File: src/rtl/pokey_audio_sequencer.sv
`timescale 1ns/1ps
// Pattern-driven sequencer for the POKEY AUDF/AUDC/AUDCTL register bank.
// Steps come from a small synchronous RAM and are held for a number of frame ticks.
module pokey_audio_sequencer #(
  parameter int STEPS    = 16,
  parameter int TICK_DIV = 29830,
  localparam int AW = $clog2(STEPS),
  localparam int DW = $clog2(TICK_DIV + 1)
) (
  input  logic          clk179,
  input  logic          init,
  input  logic          wr_en,
  input  logic [AW-1:0] wr_addr,
  input  logic [23:0]   wr_data,
  input  logic [AW:0]   len,
  input  logic          loop,
  input  logic [7:0]    audctl_in,
  input  logic          start,
  input  logic          stop,
  output logic [7:0]    AUDF1,
  output logic [7:0]    AUDF2,
  output logic [7:0]    AUDF3,
  output logic [7:0]    AUDF4,
  output logic [7:0]    AUDC1,
  output logic [7:0]    AUDC2,
  output logic [7:0]    AUDC3,
  output logic [7:0]    AUDC4,
  output logic [7:0]    AUDCTL,
  output logic          busy,
  output logic [AW-1:0] step_idx,
  output logic          done
);

  typedef enum logic [1:0] {IDLE, FETCH, APPLY, HOLD} state_t;

  localparam logic [AW:0]   STEPS_W = (AW+1)'(STEPS);
  localparam logic [DW-1:0] DIV_TOP = DW'(TICK_DIV - 1);

  state_t        state_q, state_d;
  logic [AW-1:0] idx_q, idx_d;
  logic [AW:0]   len_q, len_d;
  logic          loop_q, loop_d;
  logic [5:0]    hold_q, hold_d;
  logic [DW-1:0] div_q, div_d;
  logic [7:0]    audf_q [4];
  logic [7:0]    audf_d [4];
  logic [7:0]    audc_q [4];
  logic [7:0]    audc_d [4];
  logic [7:0]    audctl_q, audctl_d;
  logic          busy_q, busy_d;
  logic          done_q, done_d;

  logic [23:0]   mem [STEPS];
  logic [23:0]   ram_rd_q;

  logic          tick;
  logic          last_step;
  logic          advance;
  logic          silence;
  logic [1:0]    step_chan;
  logic [5:0]    step_dur;

  assign tick      = (div_q == DIV_TOP);
  assign last_step = ({1'b0, idx_q} == (len_q - 1'b1));
  assign step_chan = ram_rd_q[23:22];
  assign step_dur  = ram_rd_q[21:16];

  // Pattern RAM is write-protected while a pattern is playing.
  always_ff @(posedge clk179) begin
    if (wr_en && (state_q == IDLE)) mem[wr_addr] <= wr_data;
    ram_rd_q <= mem[idx_q];
  end

  always_comb begin
    state_d  = state_q;
    idx_d    = idx_q;
    len_d    = len_q;
    loop_d   = loop_q;
    hold_d   = hold_q;
    div_d    = tick ? '0 : div_q + 1'b1;
    audf_d   = audf_q;
    audc_d   = audc_q;
    audctl_d = audctl_in;
    done_d   = 1'b0;
    advance  = 1'b0;
    silence  = 1'b0;

    case (state_q)
      IDLE: begin
        if (start && !stop && (len != '0)) begin
          len_d   = (len > STEPS_W) ? STEPS_W : len;
          loop_d  = loop;
          idx_d   = '0;
          div_d   = '0;
          state_d = FETCH;
        end
      end
      FETCH: state_d = APPLY;
      APPLY: begin
        audf_d[step_chan] = ram_rd_q[15:8];
        audc_d[step_chan] = ram_rd_q[7:0];
        if (step_dur != 6'd0) begin
          hold_d  = step_dur;
          state_d = HOLD;
        end else begin
          advance = 1'b1;
        end
      end
      HOLD: begin
        if (tick) begin
          if (hold_q == 6'd1) advance = 1'b1;
          else                hold_d  = hold_q - 6'd1;
        end
      end
      default: state_d = IDLE;
    endcase

    if (advance) begin
      if (!last_step) begin
        idx_d   = idx_q + 1'b1;
        state_d = FETCH;
      end else if (loop_q) begin
        idx_d   = '0;
        state_d = FETCH;
      end else begin
        silence = 1'b1;
        done_d  = 1'b1;
        state_d = IDLE;
      end
    end

    // An abort overrides whatever the current step would have done.
    if (stop && (state_q != IDLE)) begin
      state_d = IDLE;
      idx_d   = idx_q;
      hold_d  = hold_q;
      audf_d  = audf_q;
      audc_d  = audc_q;
      done_d  = 1'b0;
      silence = 1'b1;
    end

    if (silence) begin
      for (int ch = 0; ch < 4; ch++) audc_d[ch][3:0] = 4'h0;
    end

    busy_d = (state_d != IDLE);
  end

  always_ff @(posedge clk179 or posedge init) begin
    if (init) begin
      state_q  <= IDLE;
      idx_q    <= '0;
      len_q    <= '0;
      loop_q   <= 1'b0;
      hold_q   <= '0;
      div_q    <= '0;
      audf_q   <= '{default: 8'h00};
      audc_q   <= '{default: 8'h00};
      audctl_q <= 8'h00;
      busy_q   <= 1'b0;
      done_q   <= 1'b0;
    end else begin
      state_q  <= state_d;
      idx_q    <= idx_d;
      len_q    <= len_d;
      loop_q   <= loop_d;
      hold_q   <= hold_d;
      div_q    <= div_d;
      audf_q   <= audf_d;
      audc_q   <= audc_d;
      audctl_q <= audctl_d;
      busy_q   <= busy_d;
      done_q   <= done_d;
    end
  end

  assign AUDF1    = audf_q[0];
  assign AUDF2    = audf_q[1];
  assign AUDF3    = audf_q[2];
  assign AUDF4    = audf_q[3];
  assign AUDC1    = audc_q[0];
  assign AUDC2    = audc_q[1];
  assign AUDC3    = audc_q[2];
  assign AUDC4    = audc_q[3];
  assign AUDCTL   = audctl_q;
  assign busy     = busy_q;
  assign step_idx = idx_q;
  assign done     = done_q;

endmodule

File: config.mk
export PLATFORM = sky130hd
export DESIGN_NAME = pokey_audio_sequencer
export DESIGN_NICKNAME = d
export VERILOG_FILES = /design/src/rtl/pokey_audio_sequencer.sv
export SDC_FILE = /design/constraint.sdc
export NUM_CORES = 1
export LEC_CHECK = 0
export BUFFER_PORTS_ARGS = -buffer_cell sky130_fd_sc_hd__buf_2
export CAP_MARGIN = 20
export CORE_AREA = 2 2 338 173
export DETAILED_ROUTE_END_ITERATION = 16
export DIE_AREA = 0 0 340 175
export GPL_TIMING_DRIVEN = 0
export PLACE_DENSITY = 0.56
export SLEW_MARGIN = 10
export SYNTH_ARGS = -nofsm -noshare
export SYNTH_HDL_FRONTEND = slang
export SYNTH_SLANG_ARGS = --single-unit
File: constraint.sdc
create_clock -name clk179 -period 4.66 [get_ports clk179]
set_clock_uncertainty 0.05 [all_clocks]
set_input_delay 0 -clock clk179 [delete_from_list [all_inputs] [get_ports clk179]]
set_output_delay 0 -clock clk179 [all_outputs]
set_load 0.01 [all_outputs]
==> reports/results.tsv, run 1 <==
metric	value	unit
critPathMaxFanout	10	
worstPathRequired	5000	ps
insertion_delay	570	ps
fin_cells	2025	
clock.fmax	274	MHz
cts_tree	built	
areaGrowthSynthToFinish	21.0	%
grt_pass1_wl	68.8	mm
max_cap_viol_count	0	
port_buffers	123	
synth_warnings	0	
worst_slew_pin_slew	1010	ps
drc	0	
hold_path.class	in -> reg	
cts_inserted_buffers	44	
viasPerCell	5.05	
clkTransAtPathRegs	70	ps
ys.flop_type	edfxtp_1	
criticalPathCategory	reg -> reg	
grtUsageTotal	15.7	%
power_leakage	8.16	nW
startpoint_type	flip-flop	
whs	32.6	ps
syn_area	0.0196	mm²
ys_ff_latch	515	
die_x	340	µm
dpl.cell_count	1892	
yosysSeqAreaShare	75.1	%
ir_worst_vdd	0.000218	V
endpoint_kind	flip-flop	
core_area	0.0566	mm²
cts.path.max_buffers	3	
regMostFlops	mem	
seqCellArea	0.0147	mm²
finalMaxSlewViolations	0	
die_area	0.0595	mm²
drive_above_1_share	33.4	%
fillers	4991	
wirelength	46.2	mm
nets	1275	
setup_slack	1020	ps
multiInputGateArea	0.00478	mm²
reg.largest.list	mem (384), ram_rd_q (24), div_q (15)	
status	completed	
pin_count	125	
largest_reg_flops	384	
utilization	41.9	%
post-cts-setup-buffer-count	0	
ys_types	52	
worstPathArrival	3990	ps
first_pass_iters	5	
synth_nets	1026	
startpoint	step_idx[1]	
finalHoldViolations	0	
die_y	175	µm
preCtsSetupSlack	786	ps
slew_headroom	32.5	%
grt_pass1_vias	10200	
power	10.2	mW
synth.avg_cell_area	20.1	µm²
finalSetupTns	0	ps
synth_edf_count	384	
antenna_found_initial	2	
synthArstFlopShare	20.8	%
rsz0062_at_grt	no	
wl_per_cell	22.8	µm
hpwl	30.7	mm
cts_num_sinks	515	
dr_total_vias	10200	
grt-ovfl-total	0	
rows	62	
syn_inst	973	
root_buffer	clkbuf_16	
final_area	0.0237	mm²
final.period_utilization	78.2	%
worstHoldStart	audctl_in[0]	
postPlaceCellArea	0.0217	mm²
grt_max_degree	55	
place_congestion	0.794	
start_util	34.6	%
drtIter0Drc	1042	
period_needed	3640	ps
setup_viol	0	
p_per_area	433	mW/mm²
drtAntennaViolNets	0	
r2r-start	step_idx[1]	
htree_levels	2	
## cells in the mapped netlist, types with 2 or more instances
master    count  area, µm²
a32oi_1       3       26.3
nor2_1       47        176
clkbuf_1     23       86.3
o21ai_1       2       10.0
mux4_2      120       2700
nand2b_1      8       50.1
or3_1         6       37.5
buf_2         4       20.0
dfxtp_1      24        480
inv_1         7       26.3
and2_1        2       12.5
xor2_1       10       87.6
nor2b_1       8       50.1
buf_6         3       33.8
nor4b_1       5       43.8
nor3b_1       2       15.0
or4_1         4       30.0
ha_1          6       75.1
o22ai_1       9       56.3
nor3_1       12       60.1
nand3_1       5       25.0
o21ai_0      15       75.1
mux2_2       51        574
nand2_1      44        165
a21oi_1       9       45.0
dfrtp_1     107       2680
nand4_1       3       18.8
edfxtp_1    384      11500
xnor2_1       5       43.8
and3_1        4       25.0
buf_1        11       41.3
a22o_1        3       26.3
or4b_1        2       20.0
a22oi_1       6       45.0
nor4_1        2       12.5
## path summary, 6_finish.rpt
kind                           endpoint  slack [ps]  cells after the start
max                        ram_rd_q[16]        1020                      5
min                           AUDCTL[0]          30                      2
max reg2reg                ram_rd_q[16]        1020                      5
min reg2reg                    AUDF1[1]         450                      1
max in group asynchronous     hold_q[4]        3310                      5
min in group asynchronous     AUDCTL[6]         610                      4
## where the power goes
part	internal, mW	leakage, nW	switching [mW]
clock	2.03	0.685	1.66
combinational	0.531	2.43	0.576
sequential	5.26	5.05	0.187
## layout make-up
type | instances | area share (%)
tap | 768 | 4.06
buffer | 42 | 0.787
antenna | 2 | 0.0211
clock inverter | 26 | 1.01
inverter | 7 | 0.132
sequential | 515 | 62.0
multi-input combinational | 409 | 20.2
timing repair buffer | 203 | 6.82
clock buffer | 53 | 4.97
## critical path: stages (launching register included)
cell	delay [ps]
dfrtp_1	440
clkbuf_1	570
buf_1	580
buf_1	780
mux4_2	420
mux4_2	620
## repair_timing
action	in CTS	in global routing
hold endpoints to repair	546	0
hold buffers	46	0
gates resized for setup	0	0
## cell usage in the layout (no fill, tap or decap), types with 5 or more instances in the layout
cell,netlist,layout
mux2_2,51,51
buf_8,0,8
buf_6,3,13
nand3_1,5,5
buf_1,11,11
edfxtp_1,384,384
buf_12,0,10
clkbuf_16,0,45
a21oi_1,9,9
dfxtp_1,24,24
clkbuf_1,23,29
nand2b_1,8,8
dlygate4sd3_1,0,46
or3_1,6,6
o22ai_1,9,9
mux4_2,120,120
inv_1,7,6
nor4b_1,5,5
nor2_4,0,12
nor3_1,12,8
dfrtp_1,107,107
nor2_1,47,35
nor2b_1,8,8
xor2_1,10,10
xnor2_1,5,5
clkinv_2,0,7
a22oi_1,6,6
clkinv_1,0,8
ha_1,6,6
o21ai_0,15,15
nand2_1,44,44
buf_2,4,127
## cell families (layout without fill, tap and decap cells)
kind of cell               after synthesis  in the layout  synth area share [%]
and+or+nand+nor                        158            158                  3.98
muxes                                  171            171                  16.7
xor gates and xnor gates                16             16                 0.793
other                                    0              2                     0
AOI/OAI and AO/OA                       58             58                  1.96
DFF                                    515            515                  75.1
adders and majority gates                6              6                 0.384
buffers and inverters                   49            331                  1.09
## metal layers
layer / share of wire, % / GRT usage [%] / vias up
li1: - / - / 4415
met4: 1.1 / 2.29 / 0
met3: 7.8 / 3.73 / 51
met5: 0 / 0 / -
met2: 43 / 22.6 / 356
met1: 48 / 24.6 / 5395
No activity file was read; power rests on OpenSTA's default activity.
==> inputs of run 2 (changes only) <==
--- a/config.mk
+++ b/config.mk
@@ -5,13 +5,14 @@
 export SDC_FILE = /design/constraint.sdc
 export NUM_CORES = 1
 export LEC_CHECK = 0
+export ABC_AREA = 1
 export BUFFER_PORTS_ARGS = -buffer_cell sky130_fd_sc_hd__buf_2
 export CAP_MARGIN = 20
-export CORE_AREA = 2 2 338 173
+export CORE_AREA = 2 2 341 174
 export DETAILED_ROUTE_END_ITERATION = 16
-export DIE_AREA = 0 0 340 175
+export DIE_AREA = 0 0 343 176
 export GPL_TIMING_DRIVEN = 0
-export PLACE_DENSITY = 0.56
+export PLACE_DENSITY = 0.57
 export SLEW_MARGIN = 10
 export SYNTH_ARGS = -nofsm -noshare
 export SYNTH_HDL_FRONTEND = slang
==> constraint.sdc (replaced) <==
create_clock -name clk179 -period 3.6 [get_ports clk179]
set_clock_uncertainty 0.05 [all_clocks]
set_input_delay 0 -clock clk179 [delete_from_list [all_inputs] [get_ports clk179]]
set_output_delay 0 -clock clk179 [all_outputs]
set_load 0.01 [all_outputs]
==> reports/results.tsv, run 2 <==
metric	value	unit	change
max_cap_viol_count	0		unchanged
crit_path_top_delay_cell	dlygate4sd3_1		
p_per_area	572	mW/mm²	+32%
grt_pass1_vias	13400		+31%
dr_total_vias	13800		+35%
synth_nets	1638		+60%
synth_warnings	0		unchanged
antenna_found_initial	1		-1
seqCellArea	0.0147	mm²	unchanged
worstPathRequired	4060	ps	-940 ps
endpoint_kind	flip-flop		
worst_path_largest_cell_delay	630	ps	-150 ps
setup_viol	0		unchanged
worstPathArrival	3360	ps	-630 ps
startpoint	state_q[1]		
worst_slew_pin_slew	1090	ps	+82.1 ps
die_x	343	µm	+0.88%
synthArstFlopShare	20.8	%	unchanged
viasPerCell	5.22		+3.5%
cts_num_sinks	515		unchanged
wirelength	61.0	mm	+32%
cts.path.max_buffers	3		unchanged
synth_edf_count	384		unchanged
cts_inserted_buffers	49		+11%
startpoint_type	flip-flop		
start_util	34.9	%	+0.29 points
whs	27.9	ps	-4.70 ps
grt_pass1_wl	89.0	mm	+29%
insertion_delay	600	ps	+30 ps
power_leakage	8.87	nW	+8.7%
layout_common_cells	edfxtp_1, nor2_1, o21ai_0		
synth.most_common_cell	edfxtp_1		
hpwl	40.5	mm	+32%
first_pass_iters	5		unchanged
r2r-end	len_q[1]		
syn_area	0.0199	mm²	+1.8%
whs_path_depth	2		unchanged
r2r_slack	700	ps	-320 ps
wl_per_cell	23.2	µm	+1.4%
finalHoldViolations	0		unchanged
ys_types	37		-29%
grt-ovfl-total	0		unchanged
ff2ff_path_depth	10		+5
rsz0062_at_grt	no		
period_needed	2900	ps	-741 ps
min_to	AUDCTL[2]		
status	completed		
finalMaxSlewViolations	0		unchanged
final.period_utilization	80.6	%	+2.4 points
pin_count	125		unchanged
drtIter0Drc	1575		+51%
syn_inst	1585		+63%
place_congestion	0.850		+7.1%
final_common_cell	edfxtp_1		
final_area	0.0241	mm²	+1.8%
ir_worst_vdd	0.000364	V	+67%
port_buffers	124		+0.81%
crit_chain	nor2_1 -> inv_1 -> nor2_1 -> nand2_1 -> dlygate4sd3_1 -> inv_1 -> clkbuf_1 -> nand3_1 -> dlygate4sd3_1 -> o21ai_0		
clkTransAtPathRegs	60	ps	about the same
hold_path.class	in -> reg		
yosys.area.top_type	edfxtp_1		
yosysSeqAreaShare	73.7	%	-1.3 points
drive_above_1_share	14.2	%	-19 points
drc	0		unchanged
core_area	0.0571	mm²	+0.96%
htree_levels	2		unchanged
regMostFlops	mem		
utilization	42.2	%	+0.34 points
nets	1881		+48%
grt_max_degree	74		+35%
synthTopCellsByArea	edfxtp_1, dfrtp_1, nor2_1		
slew_headroom	27.0	%	-5.5 points
clock.fmax	345	MHz	+26%
ys.flop_type	edfxtp_1		
reg.largest.list	mem (384), ram_rd_q (24), div_q (15)		
synth_top_area_share	57.9	%	-1.0 points
cts_tree	built		
largest_reg_flops	384		unchanged
areaGrowthSynthToFinish	21.0	%	about the same
critPathMaxFanout	10		unchanged
post-cts-setup-buffer-count	0		unchanged
synth.avg_cell_area	12.6	µm²	-38%
criticalPathCategory	reg -> reg		
drtAntennaViolNets	0		unchanged
root_buffer	clkbuf_16		
postPlaceCellArea	0.0221	mm²	+1.7%
fillers	5290		+6.0%
r2r-start	state_q[1]		
worstHoldStart	audctl_in[2]		
diodes	0		-2
synth_common_cells	edfxtp_1, nor2_1, o21ai_0		
ys_ff_latch	515		unchanged
multiInputGateArea	0.00474	mm²	-0.76%
grtUsageTotal	20.1	%	+4.4 points
die_area	0.0604	mm²	+1.5%
rows	62		unchanged
die_y	176	µm	+0.57%
## run 2: cell types whose count changed after synthesis, moves of 16 or more
cell | previous run | this run
o211ai_1 | 0 | 25
o21ai_0 | 15 | 180
nand2_1 | 44 | 172
clkbuf_1 | 23 | 69
nor2_1 | 47 | 248
o2111ai_1 | 0 | 16
mux2_2 | 51 | 0
inv_1 | 7 | 46
o21ai_1 | 2 | 80
o22ai_1 | 9 | 26
nand3_1 | 5 | 47
o221ai_1 | 0 | 71
mux4_2 | 120 | 0
## run 2: routing by layer
layer / global-route usage [%] / up-vias / share of wire, %
met5: 0 / - / 0
met2: 32.3 / 522 / 46
met4: 5.64 / 0 / 2.4
met3: 4.43 / 99 / 8.2
met1: 27.6 / 6855 / 43
li1: - / 6289 / -
## run 2: where the power goes
group / internal (mW) / total (mW) / switching, mW
Sequential: 6.84 / 7.10 / 0.260
Clock: 2.70 / 4.98 / 2.27
Combinational: 0.603 / 1.72 / 1.12
## run 2: area by class of cell
cell class	instances	area share [%]
sequential	515	60.9
multi-input combinational	916	19.7
timing repair buffer	192	6.54
clock buffer	69	5.78
tap	768	3.99
buffer	92	1.58
inverter	62	0.986
clock inverter	21	0.509
## run 2: worst max-delay path: cells and delay by family, from the launching register on
family / cells / cell delay [ps]
compound gates: 1 / 70
simple gates: 4 / 570
buf+inv: 5 / 1730
flops: 1 / 420
## run 2: cell families after synthesis
logic type | count (synthesis) | share of synthesized area (%)
multiplexers | 2 | 0.100
adder cells (fa/ha/maj) | 6 | 0.377
XOR/XNOR | 9 | 0.396
buffers and inverters | 154 | 3.08
flip-flops | 515 | 73.7
AND/OR/NAND/NOR | 490 | 9.92
AO/OA/AOI/OAI | 409 | 12.4
## run 2: through the flow
stage	worst slack, ps	power (mW)	std cells	setup TNS, ps
after floorplan	733	8.08	1585	0
after global placement	-698	8.83	2477	-203030
after detailed placement	789	8.90	2494	0
after CTS	747	13.9	2635	0
after global routing	499	14.3	2635	0
final	697	13.8	2635	0
## run 2: repair_timing
action / 4_1_cts / 5_1_grt
hold buffers: 51 / 0
endpoints found under the hold margin: 511 / 0
gates resized for setup: 0 / 0
## run 2: worst max path at each step
| stage | slack (ps) | end |
|---|---|---|
| after floorplan | 730 | AUDC1[0] |
| after global placement | -700 | AUDCTL[1] |
| after detailed placement | 790 | ram_rd_q[18] |
| after CTS | 750 | len_q[0] |
| after global routing | 500 | len_q[1] |
| final | 700 | len_q[1] |
==> inputs of run 3 (changes only) <==
--- a/config.mk
+++ b/config.mk
@@ -5,14 +5,14 @@
 export SDC_FILE = /design/constraint.sdc
 export NUM_CORES = 1
 export LEC_CHECK = 0
-export ABC_AREA = 1
+export ABC_AREA = 0
 export BUFFER_PORTS_ARGS = -buffer_cell sky130_fd_sc_hd__buf_2
 export CAP_MARGIN = 20
-export CORE_AREA = 2 2 341 174
+export CORE_AREA = 2 2 338 173
 export DETAILED_ROUTE_END_ITERATION = 16
-export DIE_AREA = 0 0 343 176
+export DIE_AREA = 0 0 340 175
 export GPL_TIMING_DRIVEN = 0
-export PLACE_DENSITY = 0.57
+export PLACE_DENSITY = 0.56
 export SLEW_MARGIN = 10
 export SYNTH_ARGS = -nofsm -noshare
 export SYNTH_HDL_FRONTEND = slang
==> constraint.sdc (replaced) <==
create_clock -name clk179 -period 2.79 [get_ports clk179]
set_clock_uncertainty 0.05 [all_clocks]
set_input_delay 0 -clock clk179 [delete_from_list [all_inputs] [get_ports clk179]]
set_output_delay 0 -clock clk179 [all_outputs]
set_load 0.01 [all_outputs]
==> reports/results.tsv, run 3 (same netlist as run 1, synthesis figures left out) <==
metric	value	unit	change
grt-ovfl-total	0		unchanged
root_buffer	clkbuf_16		
cts_tree	built		
place_congestion	0.799		-6.0%
clock.fmax	368	MHz	+6.7%
max_cap_viol_count	0		unchanged
finalMaxSlewViolations	0		unchanged
grt_pass1_vias	10200		-24%
wirelength	47.8	mm	-22%
wl_per_cell	23.5	µm	+1.5%
preCtsSetupSlack	-1040	ps	-1830 ps
hold_path.class	in -> reg		
criticalPathCategory	reg -> reg		
critPathMaxFanout	10		unchanged
antenna_found_initial	1		unchanged
grt_pass1_wl	70.1	mm	-21%
drive_above_1_share	35.8	%	+22 points
rows	62		unchanged
power_leakage	8.36	nW	-5.8%
largest_reg_flops	384		unchanged
layout_common_cells	edfxtp_1, buf_2, mux4_2		
worstHoldStart	audctl_in[1]		
startpoint	step_idx[1]		
clkTransAtPathRegs	70	ps	about the same
drc	0		unchanged
start_util	34.6	%	-0.29 points
p_per_area	731	mW/mm²	+28%
cts_inserted_buffers	44		-10%
final.period_utilization	97.5	%	+17 points
areaGrowthSynthToFinish	22.7	%	
htree_levels	2		unchanged
whs	36.2	ps	+8.34 ps
die_y	175	µm	-0.57%
insertion_delay	570	ps	-30 ps
setup_slack	69.7	ps	-628 ps
first_pass_iters	6		+1
finalHoldViolations	0		unchanged
die_area	0.0595	mm²	-1.4%
startpoint_type	flip-flop		
regMostFlops	mem		
dr_total_vias	10200		-26%
whs_path_depth	2		unchanged
drtAntennaViolNets	0		unchanged
worstPathRequired	3150	ps	-910 ps
drtIter0Drc	1055		-33%
core_area	0.0566	mm²	-0.95%
reg.largest.list	mem (384), ram_rd_q (24), div_q (15)		
cts.path.max_buffers	3		unchanged
viasPerCell	5.03		-3.8%
worst_slew_pin_slew	1070	ps	-26.3 ps
cts_num_sinks	515		unchanged
r2r_slack	70	ps	-630 ps
nets	1279		-32%
port_buffers	123		-0.81%
die_x	340	µm	-0.87%
final_common_cell	edfxtp_1		
finalSetupTns	0	ps	unchanged
setup_viol	0		unchanged
pin_count	125		unchanged
grt_max_degree	38		-49%
ir_worst_vdd	0.000472	V	+30%
fillers	4878		-7.8%
r2r-start	step_idx[1]		
status	completed		
worstPathArrival	3080	ps	-280 ps
hpwl	31.4	mm	-23%
period_needed	2720	ps	-182 ps
rsz0062_at_grt	no		
grtUsageTotal	16.2	%	-4.0 points
ff2ff_path_depth	4		-6
slew_headroom	28.8	%	+1.8 points
endpoint_kind	flip-flop		
==> run 3: cell types whose count changed in the layout (fill, tap and decap cells not counted), sizes merged, moves of 55 or more <==
cell / delta
clkbuf: -59
o21ai: -243
o221ai: -71
inv: -55
nand2: -130
mux4: +120
nor2: -205
==> run 3: power by group <==
part           switching [mW]  total, mW  internal (mW)
clock                    2.84       6.55           3.72
combinational           0.982       1.89          0.912
sequential              0.326       9.11           8.79
total                    4.14       17.6           13.4
==> run 3: final cells by class <==
type / count / area [µm²] / area share, %
Buffer: 40 / 235 / 0.979
Antenna cell: 2 / 5.00 / 0.0208
Inverter: 7 / 30.0 / 0.125
Timing Repair Buffer: 209 / 1730 / 7.20
Clock buffer: 55 / 1230 / 5.14
Tap cell: 768 / 961 / 4.00
Sequential cell: 515 / 14700 / 61.2
Clock inverter: 27 / 303 / 1.26
Multi-Input combinational cell: 409 / 4830 / 20.1
==> run 3: metrics by stage <==
stage | instance area (µm²) | power [mW] | utilization (%) | std cells
after CTS | 23900 | 17.7 | 42.3 | 2024
after floorplan | 19600 | 10.3 | - | 973
after global routing | 24000 | 18.3 | 42.5 | 2030
after detailed placement | 21800 | 11.1 | 38.6 | 1892
after global placement | 21200 | 11.0 | 37.4 | 1864
final | 24000 | 17.6 | 42.5 | 2032
==> run 3: per-layer routing <==
layer,vias up,share of wire [%],global-route usage (%)
met2,324,43,22.7
met1,5394,49,25.0
met3,56,7.4,4.31
li1,4439,-,-
met5,-,0,0
met4,0,1.6,3.23
==> run 3: worst paths after layout <==
kind,to
max,ram_rd_q[16]
min,AUDCTL[1]
max reg2reg,ram_rd_q[16]
min reg2reg,AUDF3[0]
max in group asynchronous,AUDF4[4]
min in group asynchronous,AUDC2[5]
==> run 3: repair_timing <==
action / CTS / global route
endpoints found under the setup margin: 300 / 112
pin swaps: 3 / 4
cloned: 0 / 0
buffers inserted: 6 / 7
hold buffers: 45 / 0
gates resized for setup: 36 / 17
hold endpoints to repair: 534 / 0
==> run 3: critical path: stages, from the launching register on <==
cell and delay (ps):
dfrtp_1 430, clkbuf_2 320, clkbuf_1 680, mux4_2 440, mux4_2 600
